$ cat src/rtl/ex_stage.sv
// ---------------------------------------------------------------------------
// ex_stage -- execute stage of the integer pipeline.
//
// Takes the decoded instruction (operation code, operand-B source select,
// operands and write controls), computes the logical/shift/move-from-HI/LO
// result combinationally, and captures it in the EX/MEM pipeline register
// one cycle later. The stage also owns the HI and LO special registers.
//
// Ports
//   clk, rst                 clock, synchronous active-high reset
//   in_valid                 decode outputs carry a real instruction
//   stall, flush             hazard-unit control (stall has priority)
//   instr_type[1:0]          operand-B select (R-type: rdata2, else ext_imm)
//   aluop[3:0]               operation code (see ALUOP_* below)
//   ext_imm[31:0]            extended immediate / shift amount
//   rdata1[31:0]             operand A
//   rdata2[31:0]             operand B register value
//   waddr[4:0]               destination GPR
//   reg_wr, mem_wr           GPR / memory write requests
//   to_hi, to_lo             write (A|B) into HI / LO
//   ex_valid, ex_reg_wr, ex_waddr, ex_wdata, ex_mem_wr
//                            EX/MEM pipeline register outputs
//   hi_o, lo_o               current HI / LO contents
//
// Encodings
//   instr_type: 2'd0 = I-type, 2'd1 = R-type, others behave as I-type.
//   aluop     : 0 and, 1 or, 2 xor, 3 nor, 4 sll, 5 srl, 6 sra,
//               7 mfhi, 8 mflo, anything else yields zero.
// ---------------------------------------------------------------------------
module ex_stage #(
    parameter logic [31:0] HI_RST = 32'h0,
    parameter logic [31:0] LO_RST = 32'h0
) (
    input  logic        clk,
    input  logic        rst,
    input  logic        in_valid,
    input  logic        stall,
    input  logic        flush,
    input  logic [1:0]  instr_type,
    input  logic [3:0]  aluop,
    input  logic [31:0] ext_imm,
    input  logic [31:0] rdata1,
    input  logic [31:0] rdata2,
    input  logic [4:0]  waddr,
    input  logic        reg_wr,
    input  logic        mem_wr,
    input  logic        to_hi,
    input  logic        to_lo,
    output logic        ex_valid,
    output logic        ex_reg_wr,
    output logic [4:0]  ex_waddr,
    output logic [31:0] ex_wdata,
    output logic        ex_mem_wr,
    output logic [31:0] hi_o,
    output logic [31:0] lo_o
);

    localparam logic [1:0] TYPE_R      = 2'd1;

    localparam logic [3:0] ALUOP_AND   = 4'd0;
    localparam logic [3:0] ALUOP_OR    = 4'd1;
    localparam logic [3:0] ALUOP_XOR   = 4'd2;
    localparam logic [3:0] ALUOP_NOR   = 4'd3;
    localparam logic [3:0] ALUOP_SLL   = 4'd4;
    localparam logic [3:0] ALUOP_SRL   = 4'd5;
    localparam logic [3:0] ALUOP_SRA   = 4'd6;
    localparam logic [3:0] ALUOP_MFHI  = 4'd7;
    localparam logic [3:0] ALUOP_MFLO  = 4'd8;

    logic [31:0] hi_reg;
    logic [31:0] lo_reg;

    logic        ex_valid_reg;
    logic        ex_reg_wr_reg;
    logic [4:0]  ex_waddr_reg;
    logic [31:0] ex_wdata_reg;
    logic        ex_mem_wr_reg;

    logic [31:0] opb;
    logic [4:0]  shamt;
    logic [31:0] or_ab;
    logic [31:0] result_next;
    logic        fire;

    // Only R-type selects the register operand; every other type code
    // (including the unused ones) takes the immediate.
    assign opb   = (instr_type == TYPE_R) ? rdata2 : ext_imm;
    assign shamt = opb[4:0];
    assign fire  = in_valid & ~stall & ~flush;

    // Bitwise OR is shared between the ALU and the HI/LO write path.
    genvar gi;
    generate
        for (gi = 0; gi < 32; gi++) begin : g_or
            assign or_ab[gi] = rdata1[gi] | opb[gi];
        end
    endgenerate

    always_comb begin
        result_next = 32'h0;
        case (aluop)
            ALUOP_AND:  result_next = rdata1 & opb;
            ALUOP_OR:   result_next = or_ab;
            ALUOP_XOR:  result_next = rdata1 ^ opb;
            ALUOP_NOR:  result_next = ~or_ab;
            ALUOP_SLL:  result_next = rdata1 << shamt;
            ALUOP_SRL:  result_next = rdata1 >> shamt;
            ALUOP_SRA:  result_next = $unsigned($signed(rdata1) >>> shamt);
            // Reads the register itself: an mthi/mtlo in the previous cycle
            // has already landed, so no bypass is needed.
            ALUOP_MFHI: result_next = hi_reg;
            ALUOP_MFLO: result_next = lo_reg;
            default:    result_next = 32'h0;
        endcase
    end

    // EX/MEM pipeline register. Stall holds everything and takes priority
    // over flush; a flush inserts a bubble with zeroed address/data.
    always_ff @(posedge clk) begin
        if (rst) begin
            ex_valid_reg  <= 1'b0;
            ex_reg_wr_reg <= 1'b0;
            ex_waddr_reg  <= 5'd0;
            ex_wdata_reg  <= 32'h0;
            ex_mem_wr_reg <= 1'b0;
        end else if (!stall) begin
            if (flush) begin
                ex_valid_reg  <= 1'b0;
                ex_reg_wr_reg <= 1'b0;
                ex_waddr_reg  <= 5'd0;
                ex_wdata_reg  <= 32'h0;
                ex_mem_wr_reg <= 1'b0;
            end else begin
                ex_valid_reg  <= in_valid;
                // r0 is hard-wired zero, so a write to it is dropped here.
                ex_reg_wr_reg <= reg_wr & in_valid & (waddr != 5'd0);
                ex_waddr_reg  <= waddr;
                ex_wdata_reg  <= result_next;
                ex_mem_wr_reg <= mem_wr & in_valid;
            end
        end
    end

    // HI/LO update only for an instruction that actually advances.
    always_ff @(posedge clk) begin
        if (rst) begin
            hi_reg <= HI_RST;
            lo_reg <= LO_RST;
        end else if (fire) begin
            if (to_hi) hi_reg <= or_ab;
            if (to_lo) lo_reg <= or_ab;
        end
    end

    assign ex_valid  = ex_valid_reg;
    assign ex_reg_wr = ex_reg_wr_reg;
    assign ex_waddr  = ex_waddr_reg;
    assign ex_wdata  = ex_wdata_reg;
    assign ex_mem_wr = ex_mem_wr_reg;
    assign hi_o      = hi_reg;
    assign lo_o      = lo_reg;

endmodule

$ cat config.mk
export PLATFORM = sky130hd
export DESIGN_NAME = ex_stage
export DESIGN_NICKNAME = d
export VERILOG_FILES = /design/src/rtl/ex_stage.sv
export SDC_FILE = /design/constraint.sdc
export NUM_CORES = 1
export LEC_CHECK = 0
export ABC_AREA = 1
export CAP_MARGIN = 20
export CORE_ASPECT_RATIO = 0.5
export CORE_UTILIZATION = 53
export DETAILED_ROUTE_END_ITERATION = 16
export PLACE_DENSITY = 0.83
export SKIP_CTS_REPAIR_TIMING = 1
export SLEW_MARGIN = 10
export SYNTH_ARGS = -nofsm -noshare
export SYNTH_HDL_FRONTEND = slang
export SYNTH_SLANG_ARGS = --single-unit
$ cat constraint.sdc
create_clock -name clk -period 3.6 [get_ports clk]
set_input_delay 1.08 -clock clk [delete_from_list [all_inputs] [get_ports clk]]
set_output_delay 1.08 -clock clk [all_outputs]
set_load 0.01 [all_outputs]
# Word level (Yosys, flattened, before mapping)
# Cells that the tools add are included.
# word_totals
ff_bits,104
in_bits,116
out_inout_bits,104
wordCells,72
# op_classes
n_eq_ne,9
n_shift,3
mux,7
bitwise,42
reduce_logical,4
# ops
cell,n
$pmux 32 s9,1
$mux 32,2
$and 32x32->32,1
$not 32->32,1
$or 1x1->1,32
$shl 32x5->32,1
$shr 32x5->32,1
$sshr 32x5->32,1
$xor 32x32->32,1
$eq 4x3->1 const B,4
$eq 4x2->1 const B,2
$and 1x1->1,5
$mux 5,1
$reduce_bool 5->1,1
$eq 4x1->1 const B,1
$eq 4x4->1 const B,1
$logic_not 4->1,1
$reduce_and 2->1,2
$mux 1,3
$eq 2x1->1 const B,1
$not 1->1,2

# Depth between registers and ports, before layout
# depth
word_depth,6
ltp_mapped,18
depth_no_buf,17

# Worst setup path after synthesis
# OpenSTA, ideal clock, no wires.
# synth_path
path_type,in2reg
from,input instr_type[1]
to,"register ex_wdata_reg[5], in the netlist ex_wdata[5]"
setup_time_ps,132
arrival_time_ps,2823
setup_slack_ps,645
cell_stages,18
n_path_buf,2
path_cell_list,inv_1 -> nand2_4 -> buf_6 -> clkbuf_1 -> nand2_1 -> o21ai_0 -> inv_1 -> ha_1 -> inv_1 -> nand2_1 -> o21ai_0 -> o21ai_0 -> a211oi_1 -> o21ai_0 -> a21oi_1 -> nand2_1 -> nand2_1 -> a21oi_1
# synth_via
elab_chain_cells,6
# synth_lines
item,line,rtl
start: declaration,39,"input logic [1:0] instr_type,"
$eq 2x1->1 (*),87,assign opb = (instr_type == TYPE_R) ? rdata2 : ext_imm;
$mux 32 (*),87,
branches (longest 2 deep; another with $sshr 32x5->32),--,
$pmux 32 s9 (*),101,case (aluop)
$mux 32 (*),127,if (flush) begin
end signal: assignment,138,ex_wdata_reg <= result_next;
end: declaration,76,logic [31:0] ex_wdata_reg;
# Mark *: on every way between the ends.
# A chain may end at the register's enable or synchronous reset.

# Worst setup path after layout
# layout_path
from,input instr_type[0]
to,"register ex_wdata_reg[6], in the netlist ex_wdata[6]"
# Same word-level chain as after synthesis.

==> summary.md <==
| Metric | Value |
|---|---|
| Outcome | finished with violations |
| Violated checks | negative setup slack |
| Post-Synthesis Net Count | 1928 |
| Unique masters post-synth | 41 |
| Warning count from the yosys run | 0 |
| Dpl cells | 2294 |
| Number of buffers added by the clock tree synthesis step | 9 |
| Finished Core Util | 75.0% |
| Width of the chip | 197 µm |
| Antenna violations before repair | 1 |
| Critical-path maximum fanout | 23 |
| Critical path buffer and inverter count | 5 |
| Most frequent standard cell in the layout excluding fill and tap cells | sky130_fd_sc_hd__nand2_1 |
| Power per standard cell area | 285 nW/µm² |
| Max-capacitance violation count | 0 |
| Core Rows | 35 |
| Final Instance Count excl. Fillers | 2310 |
| Hold Crit Depth | 2 |
| Hold Vio Cnt, Final | 0 |
| Final number of max-transition violations | 0 |
| Sequential share of the synthesized area | 20.7% |
| Synthesized cell area | 10000 µm² |
| Routed via count divided by cell count | 6.18 |
| Final critical path time including I/O delays and setup | 3.74 ns |
| Total of endpoints with negative setup slack in the final report | 3 |
| GP Congestion | 1.14 |
| Rel. slew slack | 50.0% |
| Start of the worst register-to-register path | hi_o[29] |
| Most frequent cells in the layout | sky130_fd_sc_hd__nand2_1, sky130_fd_sc_hd__nand3_1, sky130_fd_sc_hd__clkdlybuf4s50_1 |
| Number of search-and-repair iterations in the first detailed-routing pass | 9 |
| Worst-margin pin slew | 0.750 ns |
| Initial DRC count | 2225 |
| Count of vias placed by the detailed router | 14285 |
| Number of global-route vias before repair | 12649 |
| Mean cell area of the mapped netlist | 5.74 µm² |
| CP peak stage delay | 0.53 ns |
| Level count of the clock H-tree | 3 |
| Min-Delay Endpoint | ex_wdata[24] |
| Clock tree sinks | 104 |
| Worst R2R End | ex_wdata[29] |
| Worst Min Path Start | ex_wdata[24] |
| #FFs+latches synth | 104 |
| Setup ws final | -0.141 ns |
| Area of the die | 19500 µm² |
| Setup_tns | -0.215 ns |
| Kind of cell adding the most delay to the critical path | buffers and inverters |
| Number of filler instances in the final layout | 1484 |
| Starting utilization of the core area | 54.4% |
| Share of layout cells above drive strength 1 | 10.4% |
| Capturing element type of the critical path | flop |
| P_leak | 6.45 nW |
| Pin count of the biggest net entering global routing | 65 |
| Cell with the biggest individual delay on the critical path | sky130_fd_sc_hd__clkdlybuf4s50_1 |
| Antenna diode count | 0 |
| Core ar. | 18500 µm² |
| R2r worst-path depth | 9 |
| R2r setup slk | 1.95 ns |
| Detail Route Antenna Nets | 0 |
| First-pass GRT wire length | 73.1 mm |
| Post-detailed-route DRC marker count | 0 |
| Post-synthesis instance total | 1750 |
| Startpoint Class | input pin |
| Data arrival time of the critical path | 3.99 ns |
| Achievable frequency | 0.267 GHz |
| WL/cell | 21.5 µm |
| Final WL | 49.6 mm |
| Post-detail-place hpwl | 38.4 mm |
| WP depth | 15 |
| Cell area after layout | 13900 µm² |
| Total Nets Final | 2224 |
| Total of buffers placed on input and output ports | 219 |
| Peak supply drop | 0.277 mV |
| CTS clock-pin slew for the worst setup and hold paths | 0.09 ns |
| Ports placed on the boundary | 220 |
| Die height | 99.4 µm |
| Post-synth EDFFs | 0 |
| Pre-CTS WS | -0.358 ns |
| CTS Buffer Depth | 2 |
| Clock root buffer | sky130_fd_sc_hd__clkbuf_16 |
| Worst-skew pair later-pin latency | 0.37 ns |
| Crit share post-route | 104% |
| CTS tree | yes |
| Most used cell, CP | sky130_fd_sc_hd__o21ai_0 |
| Setup repair after global routing missed its margin | yes |
| Congestion Overflow GR | 0 |
| Req. time, crit path | 3.85 ns |
| Largest clock skew in the final design | 0.0143 ns |
| Cells along the critical path | clkdlybuf4s50_1 > nand2_4 > buf_12 > buf_12 > o21ai_0 > inv_1 > ha_1 > inv_1 > o21ai_0 > nor4_2 > o21ai_0 > a21oi_1 > nand2_1 > nand2_1 > a21oi_1 |
| Syn-to-layout area delta | 37.9% |
| FFs w/ async S/R, synth | 0% |
| Top FF cell, synth | sky130_fd_sc_hd__dfxtp_1 |
| Path type of the worst min-delay path | flop to flop |
| Critical Setup Path Class | input pin to flop |
| GRT Util Overall | 49.8% |
| Post-placement cell area | 13500 µm² |
synthesized netlist by cell type, types with 2 or more instances:
library cell	count	share of area (%)
sky130_fd_sc_hd__a31oi_1	2	0.12
sky130_fd_sc_hd__inv_2	7	0.26
sky130_fd_sc_hd__nand4_1	11	0.69
sky130_fd_sc_hd__and2_1	2	0.12
sky130_fd_sc_hd__o2111ai_1	8	0.70
sky130_fd_sc_hd__nand3b_1	4	0.30
sky130_fd_sc_hd__nor2_1	50	1.9
sky130_fd_sc_hd__nor3_1	14	0.70
sky130_fd_sc_hd__nand2_4	2	0.22
sky130_fd_sc_hd__o22ai_1	6	0.37
sky130_fd_sc_hd__buf_4	4	0.30
sky130_fd_sc_hd__a2111oi_0	6	0.52
sky130_fd_sc_hd__nand2_1	482	18
sky130_fd_sc_hd__nand3_1	335	17
sky130_fd_sc_hd__o21ai_4	3	0.49
sky130_fd_sc_hd__o211ai_1	8	0.60
sky130_fd_sc_hd__o21ai_1	9	0.45
sky130_fd_sc_hd__a21oi_1	134	6.7
sky130_fd_sc_hd__buf_6	8	0.90
sky130_fd_sc_hd__clkbuf_1	66	2.5
sky130_fd_sc_hd__o21ai_0	174	8.7
sky130_fd_sc_hd__ha_1	62	7.7
sky130_fd_sc_hd__inv_1	200	7.5
sky130_fd_sc_hd__buf_2	25	1.2
sky130_fd_sc_hd__nand2_2	4	0.25
sky130_fd_sc_hd__nor2_2	3	0.19
sky130_fd_sc_hd__dfxtp_1	104	21
sky130_fd_sc_hd__a211oi_1	4	0.30
metrics by stage:
step | power [W] | hold WS, ns
2_1_floorplan | 0.00205 | 0.480
3_3_place_gp | 0.00273 | 0.442
3_5_place_dp | 0.00275 | 0.455
4_1_cts | 0.00384 | 0.466
5_1_grt | 0.00408 | 0.485
6_report | 0.00394 | 0.464
metal layers:
metal / track usage, % / part of all wire [%]
met2: 70.3 / 38
met1: 65.7 / 38
met4: 20.2 / 5.2
met5: 0 / 0
met3: 21.9 / 18
logic make-up (layout without fill, tap and decap cells):
logic type	after synthesis	after routing	synth area share, %
AO/OA/AOI/OAI	359	359	19.3
buffers and inverters	313	614	12.8
adder cells (fa/ha/maj)	62	62	7.72
multiplexers	1	1	0.0996
flip-flops	104	104	20.7
AND/OR/NAND/NOR	911	911	39.4
cell type report:
| type | count | area (µm²) | share of cell area, % |
|---|---|---|---|
| Timing Repair Buffer | 389 | 3630 | 26.2 |
| Inverter | 209 | 787 | 5.68 |
| Sequential cell | 104 | 2080 | 15.0 |
| Clock inverter | 7 | 93.8 | 0.677 |
| Clock buffer | 9 | 225 | 1.63 |
| Tap cell | 259 | 324 | 2.34 |
| Multi-Input combinational cell | 1333 | 6710 | 48.5 |
worst max path at each step:
stage                   from           to
3_3_place_gp   instr_type[0]  ex_wdata[5]
3_5_place_dp   instr_type[0]  ex_wdata[5]
2_1_floorplan  instr_type[1]  ex_wdata[5]
6_report       instr_type[0]  ex_wdata[6]
5_1_grt        instr_type[0]  ex_wdata[6]
4_1_cts        instr_type[0]  ex_wdata[5]
power breakdown:
group          switching [W]  leakage, nW  internal, W
Clock               0.000561        0.153     0.000563
Sequential         0.0000293        0.844      0.00119
Combinational       0.000976         5.45     0.000627
Total                0.00157         6.45      0.00238
worst reg2reg max path, stage by stage (launching register included):
cell                       delay (ns)
sky130_fd_sc_hd__dfxtp_1         0.32
sky130_fd_sc_hd__inv_1           0.07
sky130_fd_sc_hd__o21ai_0         0.08
sky130_fd_sc_hd__a21oi_1         0.39
sky130_fd_sc_hd__o211ai_1        0.18
sky130_fd_sc_hd__buf_4           0.17
sky130_fd_sc_hd__nor2_1          0.08
sky130_fd_sc_hd__nand2_1         0.10
sky130_fd_sc_hd__nand2_1         0.07
sky130_fd_sc_hd__a21oi_1         0.06
(Power assumes the default switching activity.)
